[src/rtl/servo_btn_if.sv]
// Button conditioner bundle: raw active-low buttons and enable toward the
// conditioner, debounced levels and single-cycle step strobes back out.
interface servo_btn_if;
  // Pulses are single-cycle strobes with no backpressure: the consumer must
  // act on every cycle where inc_pulse or dec_pulse is high. Levels are steady.
  logic enable;
  logic pb_inc_n;
  logic pb_dec_n;
  logic inc_pulse;
  logic dec_pulse;
  logic inc_level;
  logic dec_level;

  modport master (
    output enable, pb_inc_n, pb_dec_n,
    input  inc_pulse, dec_pulse, inc_level, dec_level
  );

  modport slave (
    input  enable, pb_inc_n, pb_dec_n,
    output inc_pulse, dec_pulse, inc_level, dec_level
  );
endinterface

[src/rtl/servo_btn_conditioner.sv]
// Synchronise, debounce and pulse-convert the servo inc/dec push-buttons.
// Define SERVO_BTN_AUTOREPEAT_EN to add hold-to-repeat step pulses.
module servo_btn_conditioner #(
  parameter int DEBOUNCE_CYC     = 1000000,
  parameter int REPEAT_DELAY_CYC = 25000000,
  parameter int REPEAT_RATE_CYC  = 5000000
) (
  input logic       clk,
  input logic       rst,
  servo_btn_if.slave btn
);

  if (DEBOUNCE_CYC < 2 || REPEAT_DELAY_CYC < 2 || REPEAT_RATE_CYC < 2) begin : g_param_check
    $error("servo_btn_conditioner: cycle parameters must be >= 2");
  end

  localparam int DB_W = $clog2(DEBOUNCE_CYC);
  localparam logic [DB_W-1:0] DB_LAST = DB_W'(DEBOUNCE_CYC - 1);

  // Channel index 0 = increment, 1 = decrement; all *_n vectors are active-low.
  logic [1:0]      raw_n;
  logic [1:0]      sync1_n;
  logic [1:0]      sync2_n;
  logic [1:0]      stable_n;
  logic [1:0]      stable_nxt_n;
  logic [1:0]      flip;
  logic [1:0]      pressed_nxt;
  logic [1:0]      other_pressed_nxt;
  logic [1:0]      press_ok;
  logic [1:0]      pulse_q;
  logic [1:0]      pulse_nxt;
  logic [DB_W-1:0] db_cnt     [2];
  logic [DB_W-1:0] db_cnt_nxt [2];

  assign raw_n = {btn.pb_dec_n, btn.pb_inc_n};

  always_ff @(posedge clk) begin
    if (rst) begin
      sync1_n <= 2'b11;
      sync2_n <= 2'b11;
    end else begin
      sync1_n <= raw_n;
      sync2_n <= sync1_n;
    end
  end

  always_comb begin
    for (int i = 0; i < 2; i++) begin
      flip[i]         = 1'b0;
      stable_nxt_n[i] = stable_n[i];
      db_cnt_nxt[i]   = '0;
      if (sync2_n[i] != stable_n[i]) begin
        if (db_cnt[i] == DB_LAST) begin
          flip[i]         = 1'b1;
          stable_nxt_n[i] = sync2_n[i];
        end else begin
          db_cnt_nxt[i] = db_cnt[i] + 1'b1;
        end
      end
    end
  end

  always_ff @(posedge clk) begin
    if (rst) begin
      stable_n <= 2'b11;
      for (int i = 0; i < 2; i++) db_cnt[i] <= '0;
    end else begin
      stable_n <= stable_nxt_n;
      for (int i = 0; i < 2; i++) db_cnt[i] <= db_cnt_nxt[i];
    end
  end

  // Decisions use the post-edge debounced state so simultaneous presses
  // block each other and levels/pulses land on the same edge.
  assign pressed_nxt       = ~stable_nxt_n;
  assign other_pressed_nxt = {pressed_nxt[0], pressed_nxt[1]};
  assign press_ok          = flip & stable_n & ~other_pressed_nxt & {2{btn.enable}};

`ifdef SERVO_BTN_AUTOREPEAT_EN
  localparam int RP_MAX = (REPEAT_DELAY_CYC > REPEAT_RATE_CYC) ? REPEAT_DELAY_CYC : REPEAT_RATE_CYC;
  localparam int RP_W   = $clog2(RP_MAX);
  localparam logic [RP_W-1:0] RP_DELAY_LAST = RP_W'(REPEAT_DELAY_CYC - 1);
  localparam logic [RP_W-1:0] RP_RATE_LAST  = RP_W'(REPEAT_RATE_CYC - 1);

  typedef enum logic [1:0] {
    ST_IDLE   = 2'd0,
    ST_DELAY  = 2'd1,
    ST_REPEAT = 2'd2
  } rpt_state_t;

  rpt_state_t      rpt_state     [2];
  rpt_state_t      rpt_state_nxt [2];
  logic [RP_W-1:0] rpt_cnt       [2];
  logic [RP_W-1:0] rpt_cnt_nxt   [2];
  logic [1:0]      rpt_pulse;
  logic [1:0]      rpt_abort;

  assign rpt_abort = ~pressed_nxt | other_pressed_nxt | {2{~btn.enable}};

  always_ff @(posedge clk) begin
    if (rst) begin
      for (int i = 0; i < 2; i++) begin
        rpt_state[i] <= ST_IDLE;
        rpt_cnt[i]   <= '0;
      end
    end else begin
      for (int i = 0; i < 2; i++) begin
        rpt_state[i] <= rpt_state_nxt[i];
        rpt_cnt[i]   <= rpt_cnt_nxt[i];
      end
    end
  end

  always_comb begin
    for (int i = 0; i < 2; i++) begin
      rpt_state_nxt[i] = rpt_state[i];
      rpt_cnt_nxt[i]   = '0;
      rpt_pulse[i]     = 1'b0;
      if (rpt_abort[i]) begin
        rpt_state_nxt[i] = ST_IDLE;
      end else begin
        case (rpt_state[i])
          ST_IDLE: begin
            if (press_ok[i]) rpt_state_nxt[i] = ST_DELAY;
          end
          ST_DELAY: begin
            if (rpt_cnt[i] == RP_DELAY_LAST) begin
              rpt_pulse[i]     = 1'b1;
              rpt_state_nxt[i] = ST_REPEAT;
            end else begin
              rpt_cnt_nxt[i] = rpt_cnt[i] + 1'b1;
            end
          end
          ST_REPEAT: begin
            if (rpt_cnt[i] == RP_RATE_LAST) begin
              rpt_pulse[i] = 1'b1;
            end else begin
              rpt_cnt_nxt[i] = rpt_cnt[i] + 1'b1;
            end
          end
          default: rpt_state_nxt[i] = ST_IDLE;
        endcase
      end
    end
  end

  assign pulse_nxt = press_ok | rpt_pulse;
`else
  assign pulse_nxt = press_ok;
`endif

  always_ff @(posedge clk) begin
    if (rst) pulse_q <= 2'b00;
    else     pulse_q <= pulse_nxt;
  end

  assign btn.inc_pulse = pulse_q[0];
  assign btn.dec_pulse = pulse_q[1];
  assign btn.inc_level = ~stable_n[0];
  assign btn.dec_level = ~stable_n[1];

endmodule

[src/flat_wrapper.sv]
// flat-port wrapper written by rule: the top's interface ports become plain ports
module servo_btn_conditioner_flat 
#(
  parameter int DEBOUNCE_CYC     = 1000000,
  parameter int REPEAT_DELAY_CYC = 25000000,
  parameter int REPEAT_RATE_CYC  = 5000000
)
  (clk, rst, btn_enable, btn_pb_inc_n, btn_pb_dec_n, btn_inc_pulse, btn_dec_pulse, btn_inc_level, btn_dec_level);
  servo_btn_if btn_i ();
  input logic clk;
  input logic rst;
  input wire logic [$bits(btn_i.enable)-1:0] btn_enable;
  input wire logic [$bits(btn_i.pb_inc_n)-1:0] btn_pb_inc_n;
  input wire logic [$bits(btn_i.pb_dec_n)-1:0] btn_pb_dec_n;
  output wire logic [$bits(btn_i.inc_pulse)-1:0] btn_inc_pulse;
  output wire logic [$bits(btn_i.dec_pulse)-1:0] btn_dec_pulse;
  output wire logic [$bits(btn_i.inc_level)-1:0] btn_inc_level;
  output wire logic [$bits(btn_i.dec_level)-1:0] btn_dec_level;
  assign btn_i.enable = btn_enable;
  assign btn_i.pb_inc_n = btn_pb_inc_n;
  assign btn_i.pb_dec_n = btn_pb_dec_n;
  assign btn_inc_pulse = btn_i.inc_pulse;
  assign btn_dec_pulse = btn_i.dec_pulse;
  assign btn_inc_level = btn_i.inc_level;
  assign btn_dec_level = btn_i.dec_level;
  servo_btn_conditioner #(.DEBOUNCE_CYC(DEBOUNCE_CYC), .REPEAT_DELAY_CYC(REPEAT_DELAY_CYC), .REPEAT_RATE_CYC(REPEAT_RATE_CYC)) u_core (.clk(clk), .rst(rst), .btn(btn_i));
endmodule
[config.mk]
export PLATFORM = sky130hd
export DESIGN_NAME = servo_btn_conditioner_flat
export DESIGN_NICKNAME = d
export VERILOG_FILES = /design/src/rtl/servo_btn_if.sv /design/src/rtl/servo_btn_conditioner.sv /design/src/flat_wrapper.sv
export SDC_FILE = /design/constraint.sdc
export NUM_CORES = 1
export LEC_CHECK = 0
export BUFFER_PORTS_ARGS = -buffer_cell sky130_fd_sc_hd__buf_2
export CAP_MARGIN = 20
export CORE_MARGIN = 2
export CORE_UTILIZATION = 65
export DETAILED_ROUTE_END_ITERATION = 7
export PLACE_DENSITY = 0.83
export SLEW_MARGIN = 10
export SYNTH_ARGS = -nofsm -noshare
export SYNTH_HDL_FRONTEND = slang
export SYNTH_SLANG_ARGS = --single-unit
[constraint.sdc]
create_clock -name clk -period 4.21 [get_ports clk]
set_input_delay 0.6315 -clock clk [delete_from_list [all_inputs] [get_ports clk]]
set_output_delay 0.6315 -clock clk [all_outputs]
set_load 0.05 [all_outputs]
==> results.sh, run 1 <==
export IMPL_cts_reportedPaths_clkPinSlew_ns=0.14
export IMPL_synth_nets=260
export IMPL_cap_violations=0
export IMPL_drv_slew=0
export IMPL_hold_path_end="u_core.sync2_n[0]"
export IMPL_holdPathStages=1
export IMPL_drive_above_1_share_pct=11.15
export IMPL_pin_count=9
export IMPL_cts_hold_buf=0
export IMPL_critPathRequiredTime_ns=4.45
export IMPL_leakage_nw=0.6851
export IMPL_clock_latency_ns=0.36
export IMPL_die_x_um=61.69
export IMPL_initial_utilization_pct=69.72
export IMPL_synthFlopType="dfxtp_1"
export IMPL_swShare_pct=20.19
export IMPL_ff_latch_area_um2=960.9
export IMPL_power_frac_clock_pct=38.1
export IMPL_setup_worst_path_class="reg2reg"
export IMPL_place_area_mm2=0.002221
export IMPL_final_nets=266
export IMPL_routed_wl_um=4027
export IMPL_grt_max_degree=16
export IMPL_rows=20
export IMPL_cts_buffer_depth=2
export IMPL_first_global_vias=1638
export IMPL_design_area_mm2=0.002311
export IMPL_syn_cell_area_mm2=0.002163
export IMPL_r2r_end="u_core.db_cnt[0][15]"
export IMPL_vias=1786
export IMPL_coreArea_mm2=0.003103
export IMPL_grt_pass1_wl_um=7134
export IMPL_ys_warn_count=0
export IMPL_cts_buffers=5
export IMPL_die_y_um=61.69
export IMPL_ys_seq_area_share_pct=44.42
export IMPL_grt_usage_pct=24.92
export IMPL_tightest_slew_ns=0.6834
export IMPL_drtPass1Iterations=4
export IMPL_cp_cell_sequence="or4b_2 -> or4_1 -> o21ai_1 -> buf_4 -> a21oi_1"
export IMPL_syn_inst=253
export IMPL_reg2reg_from="u_core.db_cnt[0][13]"
export IMPL_gp_congestion=0.7913
export IMPL_dpl_cell_count=296
export IMPL_period_share_pct=60.14
export IMPL_p_per_area_mw_per_mm2=327.4
export IMPL_hp_start="u_core.sync1_n[0]"
export IMPL_fill_cells=263
export IMPL_cts_max_level=2
export IMPL_dp_hpwl_um=2871
export IMPL_grt_setup_unrepaired="no"
export IMPL_layoutNonFillerInstCount=304
export IMPL_drtAntennaViolNets=0
export IMPL_antenna_found_initial=0
export IMPL_arrival_ns=2.77
export IMPL_root_buffer="clkbuf_4"
export IMPL_cpPeakStageDelay_ns=0.69
export IMPL_status="completed"
export IMPL_drt_iter0_drc=106
export IMPL_pre_cts_ws_ns=1.729
export IMPL_critPathLaunch="u_core.db_cnt[0][13]"
export IMPL_p_int_mw=0.6038
export IMPL_fin_ws_ns=1.678
export IMPL_synth_distinct_cells=35
export IMPL_async_reset_ff_share_pct=0
export IMPL_hold_viol=0
export IMPL_cts_resized=0
export IMPL_endpoint_kind="flop"
export IMPL_cts_tree="built"
export IMPL_grt_overflow=0
export IMPL_holdCritPathClass="reg2reg"
export IMPL_clock_sinks=48
export IMPL_crit_fanout=11
export IMPL_portBuffers=8
export IMPL_synth_enable_flop_cells=0
export IMPL_ir_worst_vdd_mv=0.3126
export IMPL_vias_per_cell=5.875
export IMPL_setup_viol=0
export IMPL_synth_area_per_cell_um2=8.551
export IMPL_r2r_cells=5
export IMPL_wl_per_cell_um=13.25
export IMPL_final_setup_tns_ns=0
export IMPL_fin_skew_ns=0.01676
export IMPL_multi_input_area_mm2=0.001112
export IMPL_fmax_ghz=0.3950
export IMPL_diodes=0
export IMPL_die_area_mm2=0.003806
export IMPL_min_period_ns=2.532
export IMPL_seq_power_share_pct=60.5
export IMPL_slew_headroom_pct=54.14
export IMPL_combPwrFrac_pct=1.4
export IMPL_r2r_slack_ns=1.68
export IMPL_switching_power_mw=0.1528
export IMPL_cp_slowest_cell="or4b_2"
export IMPL_drc=0
export IMPL_startpoint_type="flop"
export IMPL_synth_seq_cells=48
export IMPL_post_cts_setup_buffers=0
export IMPL_syn2layout_area_growth_pct=6.825
[how the worst max path moves through the flow]
stage                                 to  slack (ns)  depth (start not counted)
floorplan           u_core.db_cnt[0][15]        2.33                          5
global placement    u_core.db_cnt[0][17]        1.77                          5
detailed placement  u_core.db_cnt[0][15]        1.73                          5
CTS                 u_core.db_cnt[0][15]        1.70                          5
global route        u_core.db_cnt[0][15]        1.54                          5
finish              u_core.db_cnt[0][15]        1.68                          5
[synth_stat cells, drive strengths merged, types with 5 or more instances]
cell type	instances	area [um^2]
dfxtp	48	960.9
a21oi	18	90.09
o21ai	14	70.06
nand3	21	105.1
or3	11	71.31
nand4	8	50.05
xor2	9	78.83
nor2	29	108.9
inv	10	37.54
clkbuf	8	32.53
or2	5	31.28
nor4	5	31.28
o31ai	6	45.04
xnor2	13	113.9
nand2	13	48.80
or4	8	60.06
[registers in the layout, indices dropped and copies added, names as in the netlist]
| register | flops |
|---|---|
| u_core.db_cnt | 40 |
| u_core.pulse_q | 2 |
| u_core.stable_n | 2 |
| u_core.sync1_n | 2 |
| u_core.sync2_n | 2 |
[per-stage QoR]
step           power (mW)  hold WS (ns)  util (%)
6_report           0.7566        0.4263     74.48
5_1_grt            0.7799        0.4144     74.48
4_1_cts            0.7622        0.4293     74.48
3_5_place_dp       0.4782        0.3965     71.57
3_3_place_gp       0.4780        0.3919     71.57
2_1_floorplan      0.4751        0.3895         -
[power groups by stage]
stage | clock network, mW | registers (mW) | logic, mW
3_3_place_gp | 0 | 0.468 | 0.0100
6_report | 0.288 | 0.458 | 0.0102
2_1_floorplan | 0 | 0.468 | 0.00738
3_5_place_dp | 0 | 0.468 | 0.0102
5_1_grt | 0.310 | 0.459 | 0.0115
4_1_cts | 0.294 | 0.458 | 0.0102
[layer usage]
| layer | vias to the layer above | part of all wire [%] | wire [um] | GRT usage, % |
|---|---|---|---|---|
| met2 | 41 | 42 | 1711 | 37.14 |
| met4 | 0 | 1.1 | 46 | 8.511 |
| met3 | 8 | 4.6 | 186 | 5.383 |
| met1 | 820 | 52 | 2083 | 35.88 |
| li1 | 917 | - | - | - |
| met5 | - | 0 | 0 | 0 |
[cell type report]
class                   count  area share (%)
clock buffers               6           2.220
flip-flops and latches     48           41.58
well taps                  44           2.382
multi-input cells         184           48.13
inverters                  10           1.624
repair buffers             10           2.382
clock inverters             2           1.678
[worst max-delay path: cells and delay by family, from the launching register on]
kind,cells,cell delay [ns]
flops,1,0.38
compound gates,2,0.61
buf+inv,1,0.30
simple gates,2,1.12
[cells by family (layout without fill, tap and decap cells)]
group | count (synthesis) | count (layout) | synth area share [%]
adder cells (fa/ha/maj) | 2 | 2 | 1.157
AND/OR/NAND/NOR | 122 | 122 | 31.87
AO/OA/AOI/OAI | 38 | 38 | 9.485
flip-flops | 48 | 48 | 44.42
XOR/XNOR | 22 | 22 | 8.907
buffers and inverters | 21 | 28 | 4.164
[placed cells by master (no fill, tap or decap), types with 2 or more instances in the layout]
cell type,Yosys,routed
dfxtp_1,48,48
nor2_1,29,29
nand3_1,21,21
a21oi_1,18,18
nand2_1,13,13
xnor2_1,13,13
o21ai_0,13,12
inv_1,10,10
or3_1,9,9
xor2_1,9,9
nand4_1,8,8
or4_1,8,8
buf_2,1,8
o31ai_1,6,6
or2_2,5,5
nor4_1,5,5
clkbuf_4,0,5
nor4b_1,4,4
and4_1,3,3
nand3b_1,3,3
or4b_1,2,2
o21ai_1,1,2
or3_2,2,2
nor3_1,2,2
ha_1,2,2
buf_4,2,2
Power figures use the tool's default switching activity.
==> inputs of run 2 (changes only) <==
CORE_UTILIZATION = 60   (was 65)
PLACE_DENSITY = 0.78   (was 0.83)
clock period = 2.4 ns   (was 4.21 ns; I/O delays follow)
==> run 2 against run 1 <==
  * Clock power rose by 35%
  * Routed wire length fell by 0.60%
  * Utilization fell by 6.3 points
  * Total power rose by 60%
  * Via count rose by 0.17%
  * Combinational power rose by 87%
  * First-iteration DRC count fell by 26%
  * Non-clock buffer count rose by 4
  * Critical endpoint is now u_core.db_cnt[0][9]
  * Design area barely moved
  * Sequential cell count did not move
  * Sequential share of layout area barely moved
  * Hold slack got worse by 0.25 ns
==> results.sh, run 2 (synthesis results as in run 1) <==
export IMPL_multi_input_area_mm2=0.001112
export IMPL_post_cts_setup_buffers=0
export IMPL_top_register="u_core.db_cnt"
export IMPL_diodes=0
export IMPL_fmax_ghz=0.4873
export IMPL_cts_buffer_depth=2
export IMPL_tightest_slew_ns=0.4974
export IMPL_slew_headroom_pct=66.53
export IMPL_cts_resized=0
export IMPL_setup_worst_path_class="reg2reg"
export IMPL_cp_slowest_cell="or4b_2"
export IMPL_crit_fanout=13
export IMPL_pin_count=9
export IMPL_critical_path_top_delay_family="simple AND/OR/NAND/NOR gates"
export IMPL_leakage_nw=0.6886
export IMPL_grt_setup_unrepaired="no"
export IMPL_fill_cells=284
export IMPL_reg2reg_from="u_core.db_cnt[0][13]"
export IMPL_drive_above_1_share_pct=11.74
export IMPL_ff_latch_area_um2=960.9
export IMPL_critPathLaunch="u_core.db_cnt[0][13]"
export IMPL_period_share_pct=85.50
export IMPL_clock_latency_ns=0.36
export IMPL_grt_pass1_wl_um=7093
export IMPL_die_x_um=64.05
export IMPL_drt_iter0_drc=78
export IMPL_ir_worst_vdd_mv=0.3763
export IMPL_worst_path_buf_inv=1
export IMPL_clock_sinks=48
export IMPL_coreArea_mm2=0.003390
export IMPL_die_y_um=64.05
export IMPL_die_area_mm2=0.004102
export IMPL_final_setup_tns_ns=0
export IMPL_portBuffers=8
export IMPL_grt_overflow=0
export IMPL_dp_hpwl_um=2843
export IMPL_root_buffer="clkbuf_4"
export IMPL_drc=0
export IMPL_drtPass1Iterations=4
export IMPL_initial_utilization_pct=63.82
export IMPL_gp_congestion=0.7581
export IMPL_largest_register_ffs=40
export IMPL_hp_start="btn_pb_dec_n"
export IMPL_status="completed"
export IMPL_wl_per_cell_um=12.91
export IMPL_cap_violations=0
export IMPL_antenna_found_initial=0
export IMPL_p_per_area_mw_per_mm2=523.3
export IMPL_arrival_ns=2.31
export IMPL_setup_viol=0
export IMPL_min_period_ns=2.052
export IMPL_cpPeakStageDelay_ns=0.68
export IMPL_grt_usage_pct=21.78
export IMPL_drv_slew=0
export IMPL_r2r_slack_ns=0.35
export IMPL_routed_wl_um=4003
export IMPL_grt_max_degree=14
export IMPL_holdCritPathClass="in2reg"
export IMPL_hold_viol=0
export IMPL_drtAntennaViolNets=0
export IMPL_fin_skew_ns=0.01120
export IMPL_vias_per_cell=5.771
export IMPL_cts_buffers=5
export IMPL_final_cell_mix="dfxtp_1 (48), nor2_1 (29), nand3_1 (21)"
export IMPL_endpoint_kind="flop"
export IMPL_vias=1789
export IMPL_startpoint_type="flop"
export IMPL_first_global_vias=1634
export IMPL_final_nets=270
export IMPL_cts_tree="built"
export IMPL_final_common_cell="dfxtp_1"
export IMPL_cts_max_level=2
export IMPL_critPathRequiredTime_ns=2.66
export IMPL_cts_reportedPaths_clkPinSlew_ns=0.13
export IMPL_cts_hold_buf=0
export IMPL_cp_cell_sequence="or4b_2 -> or4_1 -> o21ai_1 -> buf_4 -> nor2_1"
export IMPL_rows=21
export IMPL_total_power_mw=1.210
export IMPL_syn2layout_area_growth_pct=6.883
-- run 2: changes by cell type in the layout (fill, tap and decap cells not counted) --
cell,change
clkbuf_1,+2
clkinv_4,-1
bufinv_16,-1
buf_4,+4
-- run 2: path summary, 6_finish.rpt --
kind                    endpoint  depth (start not counted)
max          u_core.db_cnt[0][9]                          5
min            u_core.sync1_n[1]                          2
max reg2reg  u_core.db_cnt[0][9]                          5
min reg2reg    u_core.sync2_n[0]                          1
-- run 2: worst register-to-register path, delay by kind of cell, from the launching register on --
family	cells	cell delay, ns
compound gates	1	0.17
simple gates	3	1.19
buf+inv	1	0.22
flops	1	0.37
-- run 2: where the power goes --
group	total [mW]	switching (mW)	internal, mW
combinational	0.0191	0.00981	0.00931
sequential	0.803	0.00249	0.801
clock	0.388	0.243	0.145
total	1.21	0.255	0.955
-- run 2: routing by layer --
layer | track usage, % | wire length, um
met5 | 0 | 0
met4 | 8.424 | 54
met3 | 5.634 | 172
met2 | 31.77 | 1644
met1 | 30.69 | 2131
-- run 2: metrics by stage --
stage          util [%]  cells  hold slack (ns)  setup WS (ns)  instance area (um^2)
4_1_cts           68.22    310           0.1596         0.3563                  2312
2_1_floorplan         -    253           0.3895         0.5198                  2163
5_1_grt           68.22    310           0.1608         0.1828                  2312
3_5_place_dp      66.48    302           0.3942         0.3814                  2253
6_report          68.22    310           0.1735         0.3481                  2312
3_3_place_gp      66.48    302           0.3923         0.4174                  2253
-- run 2: layout make-up --
class	count	share of cell area (%)
tap	46	2.489
clock buffer	8	2.543
sequential	48	41.56
timing repair buffer	14	3.680
inverter	10	1.623
multi-input combinational	184	48.11
==> inputs of run 3 (changes only) <==
CTS_CLUSTER_DIAMETER = 100   (was unset)
PLACE_DENSITY = 0.9   (was 0.78)
==> run 3 against run 2 <==
  * Count of clock-buffer cells in the layout down 2
  * Clock power up 20%
  * First-iteration DRC count up 14%
  * Clock skew down 0.0038 ns
  * Via count down 0.50%
  * Design area down 0.22%
  * Total power up 6.4%
  * Utilization down 0.15 points
  * Hold slack worse by 0.0029 ns
  * Largest cell class unchanged
  * Largest power group unchanged
==> results.sh, run 3 (synthesis results as in run 1) <==
export IMPL_critPathLaunch="u_core.db_cnt[0][13]"
export IMPL_fin_skew_ns=0.007415
export IMPL_grt_overflow=0
export IMPL_final_common_cell="dfxtp_1"
export IMPL_clock_latency_ns=0.36
export IMPL_die_area_mm2=0.004102
export IMPL_vias_per_cell=5.798
export IMPL_critPathRequiredTime_ns=2.65
export IMPL_period_share_pct=85.36
export IMPL_startpoint_type="flop"
export IMPL_slew_headroom_pct=71.24
export IMPL_die_y_um=64.05
export IMPL_first_global_vias=1694
export IMPL_portBuffers=8
export IMPL_final_cell_mix="dfxtp_1 (48), nor2_1 (29), nand3_1 (21)"
export IMPL_endpoint_kind="flop"
export IMPL_antenna_found_initial=0
export IMPL_coreArea_mm2=0.003390
export IMPL_syn2layout_area_growth_pct=6.651
export IMPL_fin_ws_ns=0.3513
export IMPL_cts_buffer_depth=2
export IMPL_drt_iter0_drc=89
export IMPL_grt_usage_pct=22.54
export IMPL_post_cts_setup_buffers=0
export IMPL_drtPass1Iterations=5
export IMPL_reg2reg_from="u_core.db_cnt[0][13]"
export IMPL_cts_hold_buf=0
export IMPL_setup_viol=0
export IMPL_die_x_um=64.05
export IMPL_ir_worst_vdd_mv=0.4992
export IMPL_min_period_ns=2.049
export IMPL_routed_wl_um=4045
export IMPL_clock_sinks=48
export IMPL_wl_per_cell_um=13.18
export IMPL_leakage_nw=0.6831
export IMPL_pre_cts_ws_ns=0.3661
export IMPL_drv_slew=0
export IMPL_vias=1780
export IMPL_post_route_util_pct=68.07
export IMPL_worst_path_buf_inv=1
export IMPL_fmax_ghz=0.4881
export IMPL_drtAntennaViolNets=0
export IMPL_dp_hpwl_um=2877
export IMPL_tightest_slew_ns=0.4275
export IMPL_initial_utilization_pct=63.82
export IMPL_cts_resized=0
export IMPL_grt_max_degree=21
export IMPL_cpPeakStageDelay_ns=0.69
export IMPL_top_register="u_core.db_cnt"
export IMPL_largest_register_ffs=40
export IMPL_drive_above_1_share_pct=11.11
export IMPL_cts_tree="built"
export IMPL_grt_setup_unrepaired="no"
export IMPL_final_nets=267
export IMPL_fill_cells=267
export IMPL_hp_start="btn_pb_inc_n"
export IMPL_pin_count=9
export IMPL_rows=21
export IMPL_cts_reportedPaths_clkPinSlew_ns=0.13
export IMPL_cts_max_level=2
export IMPL_cts_buffers=5
export IMPL_critical_path_top_delay_family="simple AND/OR/NAND/NOR gates"
export IMPL_arrival_ns=2.30
export IMPL_setup_worst_path_class="reg2reg"
export IMPL_crit_fanout=13
export IMPL_status="completed"
export IMPL_final_setup_tns_ns=0
export IMPL_cp_slowest_cell="or4b_2"
export IMPL_hold_viol=0
export IMPL_drc=0
export IMPL_holdCritPathClass="in2reg"
export IMPL_cap_violations=0
export IMPL_cp_cell_sequence="or4b_2 -> or4_1 -> o21ai_1 -> buf_4 -> a21oi_1"
export IMPL_root_buffer="clkbuf_4"
export IMPL_p_per_area_mw_per_mm2=558.0
export IMPL_gp_congestion=0.8140
export IMPL_diodes=0
export IMPL_grt_pass1_wl_um=7258
==> run 3: final cells by class <==
type                       count  area [um^2]  share of cell area, %
inverter                      10        37.54                  1.627
clock buffer                   6        41.29                  1.790
multi-input combinational    184         1112                  48.21
clock inverter                 2        35.03                  1.518
sequential                    48        960.9                  41.65
timing repair buffer          11        62.56                  2.712
tap                           46        57.56                  2.495
==> run 3: power breakdown <==
part           leakage (nW)  internal, mW  switching [mW]
Combinational         0.253       0.00878         0.00965
Sequential            0.388         0.801         0.00264
Clock                0.0422         0.219           0.247
==> run 3: final timing paths <==
kind / depth (start not counted) / slack, ns / endpoint
worst max register to register: 5 / 0.35 / u_core.db_cnt[0][12]
worst min-delay path: 2 / 0.17 / u_core.sync1_n[0]
worst max-delay path: 5 / 0.35 / u_core.db_cnt[0][12]
worst min register to register: 1 / 0.43 / u_core.sync2_n[1]
==> run 3: layer usage <==
metal / GRT usage (%) / wire length [um]
met2: 36.59 / 1833
met3: 4.930 / 163
met4: 8.152 / 55
met1: 29.46 / 1993
met5: 0 / 0
==> run 3: worst register-to-register path: stages, from the launching register on <==
cell     delay, ns
dfxtp_1       0.37
or4b_2        0.69
or4_1         0.43
o21ai_1       0.18
buf_4         0.22
a21oi_1       0.06
==> run 3: per-stage QoR <==
stage | instance area, um^2 | hold WS, ns | instances | power (mW)
after global placement | 2231 | 0.3917 | 299 | 0.8389
after global routing | 2307 | 0.1464 | 307 | 1.336
final | 2307 | 0.1706 | 307 | 1.287
after detailed placement | 2231 | 0.4008 | 299 | 0.8398
after CTS | 2307 | 0.1615 | 307 | 1.297
after floorplan | 2163 | 0.3895 | 253 | 0.8334
